**src/rtl/mem_line_fetcher.sv**
```systemverilog
// Memory-side line fetcher: turns a line read into BEATS sequential word reads on a
// single-port synchronous RAM, and a strobed write into one RAM write, with a done pulse each.
module mem_line_fetcher #(
    parameter int DATA_WIDTH       = 64,
    parameter int ADDR_WIDTH       = 64,
    parameter int CACHE_LINE_WIDTH = 256,
    parameter int RAM_ADDR_WIDTH   = 14,
    parameter int REQ_HOLDOFF      = 2
) (
    input  logic                          i_clk,
    input  logic                          i_rst,
    input  logic                          i_mem_read_req,
    input  logic [ADDR_WIDTH-1:0]         i_mem_read_address,
    output logic                          o_mem_read_done,
    output logic [CACHE_LINE_WIDTH-1:0]   o_cache_line,
    input  logic                          i_mem_write_valid,
    input  logic [ADDR_WIDTH-1:0]         i_mem_write_address,
    input  logic [DATA_WIDTH-1:0]         i_mem_write_data,
    input  logic [DATA_WIDTH/8-1:0]       i_write_strobe,
    output logic                          o_mem_write_done,
    output logic                          o_ram_en,
    output logic [DATA_WIDTH/8-1:0]       o_ram_we,
    output logic [RAM_ADDR_WIDTH-1:0]     o_ram_addr,
    output logic [DATA_WIDTH-1:0]         o_ram_wdata,
    input  logic [DATA_WIDTH-1:0]         i_ram_rdata
);

    localparam int STRB_WIDTH = DATA_WIDTH / 8;
    localparam int BEATS      = CACHE_LINE_WIDTH / DATA_WIDTH;
    localparam int BYTE_OFF   = $clog2(STRB_WIDTH);
    localparam int BEAT_W     = (BEATS > 1) ? $clog2(BEATS) : 1;
    localparam int HOLD_W     = (REQ_HOLDOFF > 1) ? $clog2(REQ_HOLDOFF) : 1;

    localparam logic [BEAT_W-1:0]         LAST_BEAT = BEAT_W'(BEATS - 1);
    localparam logic [HOLD_W-1:0]         LAST_HOLD = HOLD_W'((REQ_HOLDOFF > 0) ? REQ_HOLDOFF - 1 : 0);
    localparam logic [RAM_ADDR_WIDTH-1:0] LINE_MASK = ~RAM_ADDR_WIDTH'(BEATS - 1);

    typedef enum logic [2:0] {
        IDLE,
        WR,
        WR_DONE,
        RD_ISSUE,
        RD_DRAIN,
        RD_DONE,
        HOLDOFF
    } state_e;

    state_e                      state_q, state_d;
    logic [RAM_ADDR_WIDTH-1:0]   word_q, word_d;
    logic [DATA_WIDTH-1:0]       wdata_q, wdata_d;
    logic [STRB_WIDTH-1:0]       strb_q, strb_d;
    logic [BEAT_W-1:0]           beat_q, beat_d;
    logic [HOLD_W-1:0]           hold_q, hold_d;
    logic                        cap_valid_q, cap_valid_d;
    logic [BEAT_W-1:0]           cap_lane_q, cap_lane_d;
    logic [CACHE_LINE_WIDTH-1:0] line_q, line_d;

    logic [RAM_ADDR_WIDTH-1:0]   rd_word;
    logic [RAM_ADDR_WIDTH-1:0]   wr_word;
    logic                        unused_addr_bits;

    // Word addresses drop the byte offset and anything above the RAM, so accesses wrap.
    assign rd_word = i_mem_read_address[RAM_ADDR_WIDTH+BYTE_OFF-1:BYTE_OFF];
    assign wr_word = i_mem_write_address[RAM_ADDR_WIDTH+BYTE_OFF-1:BYTE_OFF];
    assign unused_addr_bits = ^{i_mem_read_address[ADDR_WIDTH-1:RAM_ADDR_WIDTH+BYTE_OFF],
                                i_mem_read_address[BYTE_OFF-1:0],
                                i_mem_write_address[ADDR_WIDTH-1:RAM_ADDR_WIDTH+BYTE_OFF],
                                i_mem_write_address[BYTE_OFF-1:0]};

    assign o_cache_line = line_q;

    always_comb begin
        state_d          = state_q;
        word_d           = word_q;
        wdata_d          = wdata_q;
        strb_d           = strb_q;
        beat_d           = beat_q;
        hold_d           = hold_q;
        cap_valid_d      = 1'b0;
        cap_lane_d       = beat_q;
        line_d           = line_q;
        o_ram_en         = 1'b0;
        o_ram_we         = '0;
        o_ram_addr       = '0;
        o_ram_wdata      = '0;
        o_mem_read_done  = 1'b0;
        o_mem_write_done = 1'b0;

        // Read data trails its issue by one cycle; lane index travels with it.
        if (cap_valid_q) begin
            line_d[DATA_WIDTH*int'(cap_lane_q) +: DATA_WIDTH] = i_ram_rdata;
        end

        case (state_q)
            IDLE: begin
                if (i_mem_write_valid) begin
                    word_d  = wr_word;
                    wdata_d = i_mem_write_data;
                    strb_d  = i_write_strobe;
                    state_d = WR;
                end else if (i_mem_read_req) begin
                    word_d  = rd_word & LINE_MASK;
                    beat_d  = '0;
                    state_d = RD_ISSUE;
                end
            end
            WR: begin
                o_ram_en    = 1'b1;
                o_ram_we    = strb_q;
                o_ram_addr  = word_q;
                o_ram_wdata = wdata_q;
                state_d     = WR_DONE;
            end
            WR_DONE: begin
                o_mem_write_done = 1'b1;
                hold_d           = '0;
                state_d          = (REQ_HOLDOFF == 0) ? IDLE : HOLDOFF;
            end
            RD_ISSUE: begin
                o_ram_en    = 1'b1;
                o_ram_addr  = word_q + RAM_ADDR_WIDTH'(beat_q);
                cap_valid_d = 1'b1;
                cap_lane_d  = beat_q;
                if (beat_q == LAST_BEAT) begin
                    state_d = RD_DRAIN;
                end else begin
                    beat_d = beat_q + 1'b1;
                end
            end
            RD_DRAIN: begin
                state_d = RD_DONE;
            end
            RD_DONE: begin
                o_mem_read_done = 1'b1;
                hold_d          = '0;
                state_d         = (REQ_HOLDOFF == 0) ? IDLE : HOLDOFF;
            end
            HOLDOFF: begin
                if (hold_q == LAST_HOLD) begin
                    state_d = IDLE;
                end else begin
                    hold_d = hold_q + 1'b1;
                end
            end
            default: begin
                state_d = IDLE;
            end
        endcase
    end

    always_ff @(posedge i_clk or posedge i_rst) begin
        if (i_rst) begin
            state_q     <= IDLE;
            word_q      <= '0;
            wdata_q     <= '0;
            strb_q      <= '0;
            beat_q      <= '0;
            hold_q      <= '0;
            cap_valid_q <= 1'b0;
            cap_lane_q  <= '0;
            line_q      <= '0;
        end else begin
            state_q     <= state_d;
            word_q      <= word_d;
            wdata_q     <= wdata_d;
            strb_q      <= strb_d;
            beat_q      <= beat_d;
            hold_q      <= hold_d;
            cap_valid_q <= cap_valid_d;
            cap_lane_q  <= cap_lane_d;
            line_q      <= line_d;
        end
    end

endmodule

```
**config.mk**
```make
export PLATFORM = sky130hd
export DESIGN_NAME = mem_line_fetcher
export DESIGN_NICKNAME = d
export VERILOG_FILES = /design/src/rtl/mem_line_fetcher.sv
export SDC_FILE = /design/constraint.sdc
export NUM_CORES = 1
export LEC_CHECK = 0
export BUFFER_PORTS_ARGS = -buffer_cell sky130_fd_sc_hd__buf_2
export CAP_MARGIN = 5
export CORE_AREA = 2 2 240 242
export DETAILED_ROUTE_END_ITERATION = 8
export DIE_AREA = 0 0 242 244
export GPL_ROUTABILITY_DRIVEN = 0
export SETUP_SLACK_MARGIN = 0.3
export SYNTH_ARGS = -nofsm -noshare
export SYNTH_HDL_FRONTEND = slang
export SYNTH_SLANG_ARGS = --single-unit
```
**constraint.sdc**
```tcl
create_clock -name i_clk -period 15.9 [get_ports i_clk]
set_input_delay 3.975 -clock i_clk [delete_from_list [all_inputs] [get_ports i_clk]]
set_output_delay 3.975 -clock i_clk [all_outputs]
set_load 0.01 [all_outputs]
```
==> results of run 1 <==
## path summary, 6_finish.rpt
kind | slack (ps) | startpoint | depth (start not counted) | endpoint
max | 9410 | state_q[0] | 5 | o_ram_wdata[46]
min | 470 | beat_q[0] | 0 | cap_lane_q[0]
max reg2reg | 13120 | cap_lane_q[0] | 6 | o_cache_line[143]
min reg2reg | 470 | beat_q[0] | 0 | cap_lane_q[0]
max in group asynchronous | 9920 | i_rst | 4 | o_cache_line[9]
min in group asynchronous | 3650 | i_rst | 2 | wdata_q[6]
## critical path: stages (launching register included)
cell and delay (ps):
dfrtp_1 630, nand2b_4 220, inv_1 90, buf_4 480, and3_1 320, buf_2 160
## cell usage in the layout (no fill, tap or decap), drive strengths merged, types with 15 or more instances in the layout
cell	instances
a22o	258
nand2	24
mux2	72
o21ai	19
nor2	15
and3	74
buf	525
dfrtp	351
clkbuf	55
## stage by stage
stage | hold slack, ps | power, mW | setup WS (ps) | utilization, %
after floorplan | 417 | 2.08 | 2190 | -
after global placement | 482 | 2.48 | 9240 | 30.6
after detailed placement | 477 | 2.51 | 9170 | 30.6
after CTS | 491 | 3.47 | 9320 | 32.9
after global routing | 508 | 3.62 | 9200 | 32.9
final | 473 | 3.42 | 9410 | 32.9
## kinds of logic after synthesis
kind of cell | Yosys count | synth area share, %
fa+ha+maj | 10 | 0.944
compound gates | 288 | 17.3
xor+xnor | 10 | 0.623
flops | 351 | 62.5
simple gates | 147 | 6.28
mux | 86 | 8.32
buf+inv | 98 | 4.06
## registers in the layout (all words and copies together), names as in the netlist
signal	flops
o_cache_line	256
wdata_q	64
word_q	14
strb_q	8
state_q	3
beat_q	2
cap_lane_q	2
cap_valid_q	1
hold_q	1
## power by group through the flow
stage                     clock [mW]  sequential [mW]  combinational, mW
after CTS                      0.965             1.41               1.09
after global routing            1.00             1.45               1.17
after global placement             0             1.41               1.07
after floorplan                    0             1.46              0.617
after detailed placement           0             1.42               1.09
final                          0.931             1.41               1.08
## cell type report
cell class              count  area (µm²)  share of cell area, %
clock buffers              55        1160                   6.27
well taps                 756         946                   5.12
clock inverters            15         168                  0.907
inverters                  11        48.8                  0.264
flip-flops and latches    351        8780                   47.5
multi-input cells         541        4720                   25.5
repair buffers            525        2670                   14.4
## metal layers
layer / vias to the layer above / wire length [µm]
met3: 75 / 3620
met4: 4 / 1140
met5: - / 22
met1: 5381 / 19100
li1: 4673 / -
met2: 454 / 20700
==> results.ini, run 1 <==
[floorplan]
ioPinCount = 613
initial_core_util_pct = 25.0
fp.dieW_um = 242
design.die.area_mm2 = 0.0590
std_cell_rows = 87
die_h_um = 244
fp.coreArea_mm2 = 0.0562

[global_routing]
use_met1_pct = 19.2
grt_use_total_pct = 14.8
use_met3_pct = 4.53
grt_first_pass_wirelength_mm = 68.4
grt_start_max_net_pins = 132
grt.busiest_layer = met2
antenna_found_initial = 3
grtUsageMet2_pct = 23.5
overflow = 0
grt_pass1_vias = 11100

[sta]
drv_slew = 0
fin_skew_ps = 14.9
slew_headroom_pct = 30.6
rsz0062_at_grt = false
worstMarginPinSlew_ps = 1040
min_period_over_period_pct = 40.8
finalSetupViolCount = 0
fin_tns_setup_ps = 0
hold_viol = 0
period_minus_slack_ps = 6490
max_freq_mhz = 154

[power_and_ir_drop]
ir_worst_vdd_mv = 0.0974
power.density_mw_per_mm2 = 185
p_int_mw = 2.31
p_sw_share_pct = 32.4
pwr-share-comb_pct = 31.4
p_leak_nw = 10.1
p_sw_mw = 1.11
clkPwrFrac_pct = 27.2
pwr-share-seq_pct = 41.4

[logic_synthesis]
ys_types = 41
synth-edff-count = 0
synth_largest_area_cell = dfrtp_1
yosysSeqAreaShare_pct = 62.5
synth.most_common_cell = dfrtp_1
syn_avg_cell_area_um2 = 14.2
synthArstFlopShare_pct = 100
synth-main-ff-cell = dfrtp_1
syn_area_mm2 = 0.0141
synthCells = 990
synth_warnings = 0
yosys-top-cells-count = dfrtp_1 (351), a22o_1 (258), and3_1 (74)
syn_nets = 1268
synth.top_cells.by_area = dfrtp_1 (63%), a22o_1 (16%), mux2_4 (6.2%)
yosysTopAreaCellShare_pct = 62.5
ys_ff_latch = 351

[run_status]
status = completed

[clock_network]
clock_latency_ps = 550
htreeDepth = 2
ctsHoldBuffers = 0
path_clk_slew_ps = 60
clockBufferDepth = 3
clock_tree.root_cell = clkbuf_16
clkSinkCount = 351
cts_resized = 0
cts_tree = built
cts_buffers = 41
post_cts_buffers = 0

[finish]
diodes = 0
drive_gt1_share_pct = 45.2
fillers = 5690
final_cell_count_no_fill = 2254
design_area_mm2 = 0.0185
area_growth_pct = 31.6
fin_nets = 1749

[route]
routedWlPerCell_um = 19.8
dr_total_vias = 10600
dr.pass1.iters = 5
dr.first_iter.drc_count = 508
vias_per_cell = 4.70
route.detailed.drc = 0
wirelength_mm = 44.6
antenna_left = 0

[worst_setup_path]
crit_path_max_fanout = 74
required_ps = 11930
setup.worst_path.class = flop to primary output
crit_path_end_kind = primary output
crit_path_start_kind = flop
crit_arrival_ps = 2520

[placement]
port_buffers = 510
hpwl_mm = 28.7
post-place-cells = 2184
dpl-instance-area_mm2 = 0.0172

[flow_run]
cap_violations = 0

[worst_hold_path]
holdCritPathClass = flop to flop

Power figures use the tool's default switching activity.
==> run 2, diff against run 1 <==
clock period = 6.4 ns   (was 15.9 ns; I/O delays follow)
==> run 2 against run 1 <==
Effect of this change: cell area rose by 0.19%; power rose to 2.5 times the previous value; first-iteration DRC count rose by 21%; critical path depth did not move; non-clock buffer count fell by 1; largest power group unchanged.
==> results.ini, run 2 (synthesized netlist as in run 1, its figures left out) <==
[clock_network]
post_cts_buffers = 0  ; unchanged
ctsHoldBuffers = 0  ; unchanged
htreeDepth = 2  ; unchanged
clockBufferDepth = 3  ; unchanged
cts_resized = 0  ; unchanged
cts_tree = built
cts_buffers = 39  ; -4.9%
clock_tree.root_cell = clkbuf_16
clock_latency_ps = 540  ; about the same
clkSinkCount = 351  ; unchanged
path_clk_slew_ps = 50  ; about the same

[sta]
worstMarginPinSlew_ps = 1070  ; +30.6 ps
finalSetupViolCount = 0  ; unchanged
slew_headroom_pct = 28.5  ; -2.0 points
rsz0062_at_grt = false
hold_viol = 0  ; unchanged
fin_tns_setup_ps = 0  ; unchanged
max_freq_mhz = 225
drv_slew = 0  ; unchanged
min_period_over_period_pct = 69.4
period_minus_slack_ps = 4440
fin_skew_ps = 12.6  ; -2.32 ps

[floorplan]
initial_core_util_pct = 25.0  ; unchanged
std_cell_rows = 87  ; unchanged
design.die.area_mm2 = 0.0590  ; unchanged
fp.coreArea_mm2 = 0.0562  ; unchanged
ioPinCount = 613  ; unchanged
die_h_um = 244  ; unchanged
fp.dieW_um = 242  ; unchanged

[worst_setup_path]
crit_path_max_fanout = 49  ; -34%
crit_arrival_ps = 2840  ; +320 ps
worstPathCellList = nand2b_4 > inv_1 > buf_4 > and3_1 > buf_2
crit_path_start_kind = flop
crit_path_end_kind = primary output
crit_slowest_cell = dfrtp_1
setup.worst_path.class = flop to primary output
required_ps = 4800  ; -7130 ps
cpPeakStageDelay_ps = 630  ; about the same

[global_routing]
grt_use_total_pct = 14.9  ; +0.12 points
overflow = 0  ; unchanged
grt_start_max_net_pins = 160  ; +21%
grt_pass1_vias = 11100  ; -0.036%
grt_first_pass_wirelength_mm = 68.8  ; +0.60%
antenna_found_initial = 2  ; -1

[finish]
fin_nets = 1746  ; -0.17%
final_cell_count_no_fill = 2253  ; -0.044%
drive_gt1_share_pct = 45.2  ; about the same
diodes = 0  ; unchanged
most-common-layout-cells = buf_2 (510), dfrtp_1 (351), a22o_1 (258), and3_1 (74), mux2_4 (58)
area_growth_pct = 31.9
final_common_cell = buf_2
largest_reg_flops = 256  ; unchanged

[route]
antenna_left = 0  ; unchanged
routedWlPerCell_um = 20.1  ; +1.3%
dr.pass1.iters = 4  ; -1
dr_total_vias = 10700  ; +1.0%
wirelength_mm = 45.2  ; +1.3%
route.detailed.drc = 0  ; unchanged
dr.first_iter.drc_count = 613  ; +21%
vias_per_cell = 4.75  ; +1.1%

[placement]
post-place-cells = 2183  ; -0.046%
hpwl_mm = 29.4  ; +2.7%
port_buffers = 510  ; unchanged

[worst_hold_path]
holdCritPathClass = flop to flop

[flow_run]
cap_violations = 0  ; unchanged

[power_and_ir_drop]
ir_worst_vdd_mv = 0.220  ; +130%
p_leak_nw = 10.1  ; +0.17%
power.density_mw_per_mm2 = 462  ; +150%

[run_status]
status = completed

-- run 2: changes by cell type in the layout (fill, tap and decap cells not counted), moves of 2 or more --
cell	delta
bufinv_16	+3
clkbuf_16	-2
buf_12	+2
inv_8	-2
clkbuf_8	-2
buf_4	-3
-- run 2: path summary, 6_finish.rpt --
path / cells past startpoint / slack [ps] / end / startpoint
min reg2reg: 0 / 480 / cap_lane_q[0] / beat_q[0]
min: 0 / 480 / cap_lane_q[0] / beat_q[0]
max in group asynchronous: 3 / 3920 / o_cache_line[170] / i_rst
max reg2reg: 4 / 3710 / wdata_q[24] / state_q[1]
max: 5 / 1960 / o_ram_wdata[10] / state_q[0]
min in group asynchronous: 2 / 1160 / o_cache_line[160] / i_rst
-- run 2: layout make-up --
class	count	area [µm²]
clock buffer	51	1080
clock inverter	19	260
fill	5669	37600
inverter	11	45.0
multi-input combinational	541	4730
sequential	351	8780
tap	756	946
timing repair buffer	524	2680
-- run 2: critical path: cells and delay by family (launching register included) --
kind	cells	cell delay [ps]
buffers and inverters	3	1170
flip-flops	1	630
AND/OR/NAND/NOR	2	480
-- run 2: power breakdown --
part | switching, mW | internal [mW]
clock | 0.918 | 1.44
sequential | 0.517 | 3.00
combinational | 1.33 | 1.36
-- run 2: metrics by stage --
| stage | utilization (%) | cell area, µm² | hold WS (ps) | total power [mW] | setup WS [ps] |
|---|---|---|---|---|---|
| 2_1_floorplan | - | 14100 | 417 | 5.17 | 99.6 |
| 3_3_place_gp | 30.6 | 17200 | 477 | 6.18 | 2540 |
| 3_5_place_dp | 30.6 | 17200 | 470 | 6.25 | 2500 |
| 4_1_cts | 33.0 | 18500 | 482 | 8.67 | 1880 |
| 5_1_grt | 33.0 | 18500 | 507 | 9.06 | 1670 |
| 6_report | 33.0 | 18500 | 479 | 8.56 | 1960 |
-- run 2: layer usage --
| metal | wire length [µm] | vias to the layer above | share of wire, % | GRT usage [%] |
|---|---|---|---|---|
| met1 | 18800 | 5492 | 42 | 18.8 |
| met2 | 21600 | 466 | 48 | 24.5 |
| li1 | - | 4669 | - | - |
| met4 | 1100 | 4 | 2.4 | 4.74 |
| met5 | 29 | - | 0.064 | 0 |
| met3 | 3590 | 65 | 7.9 | 4.41 |
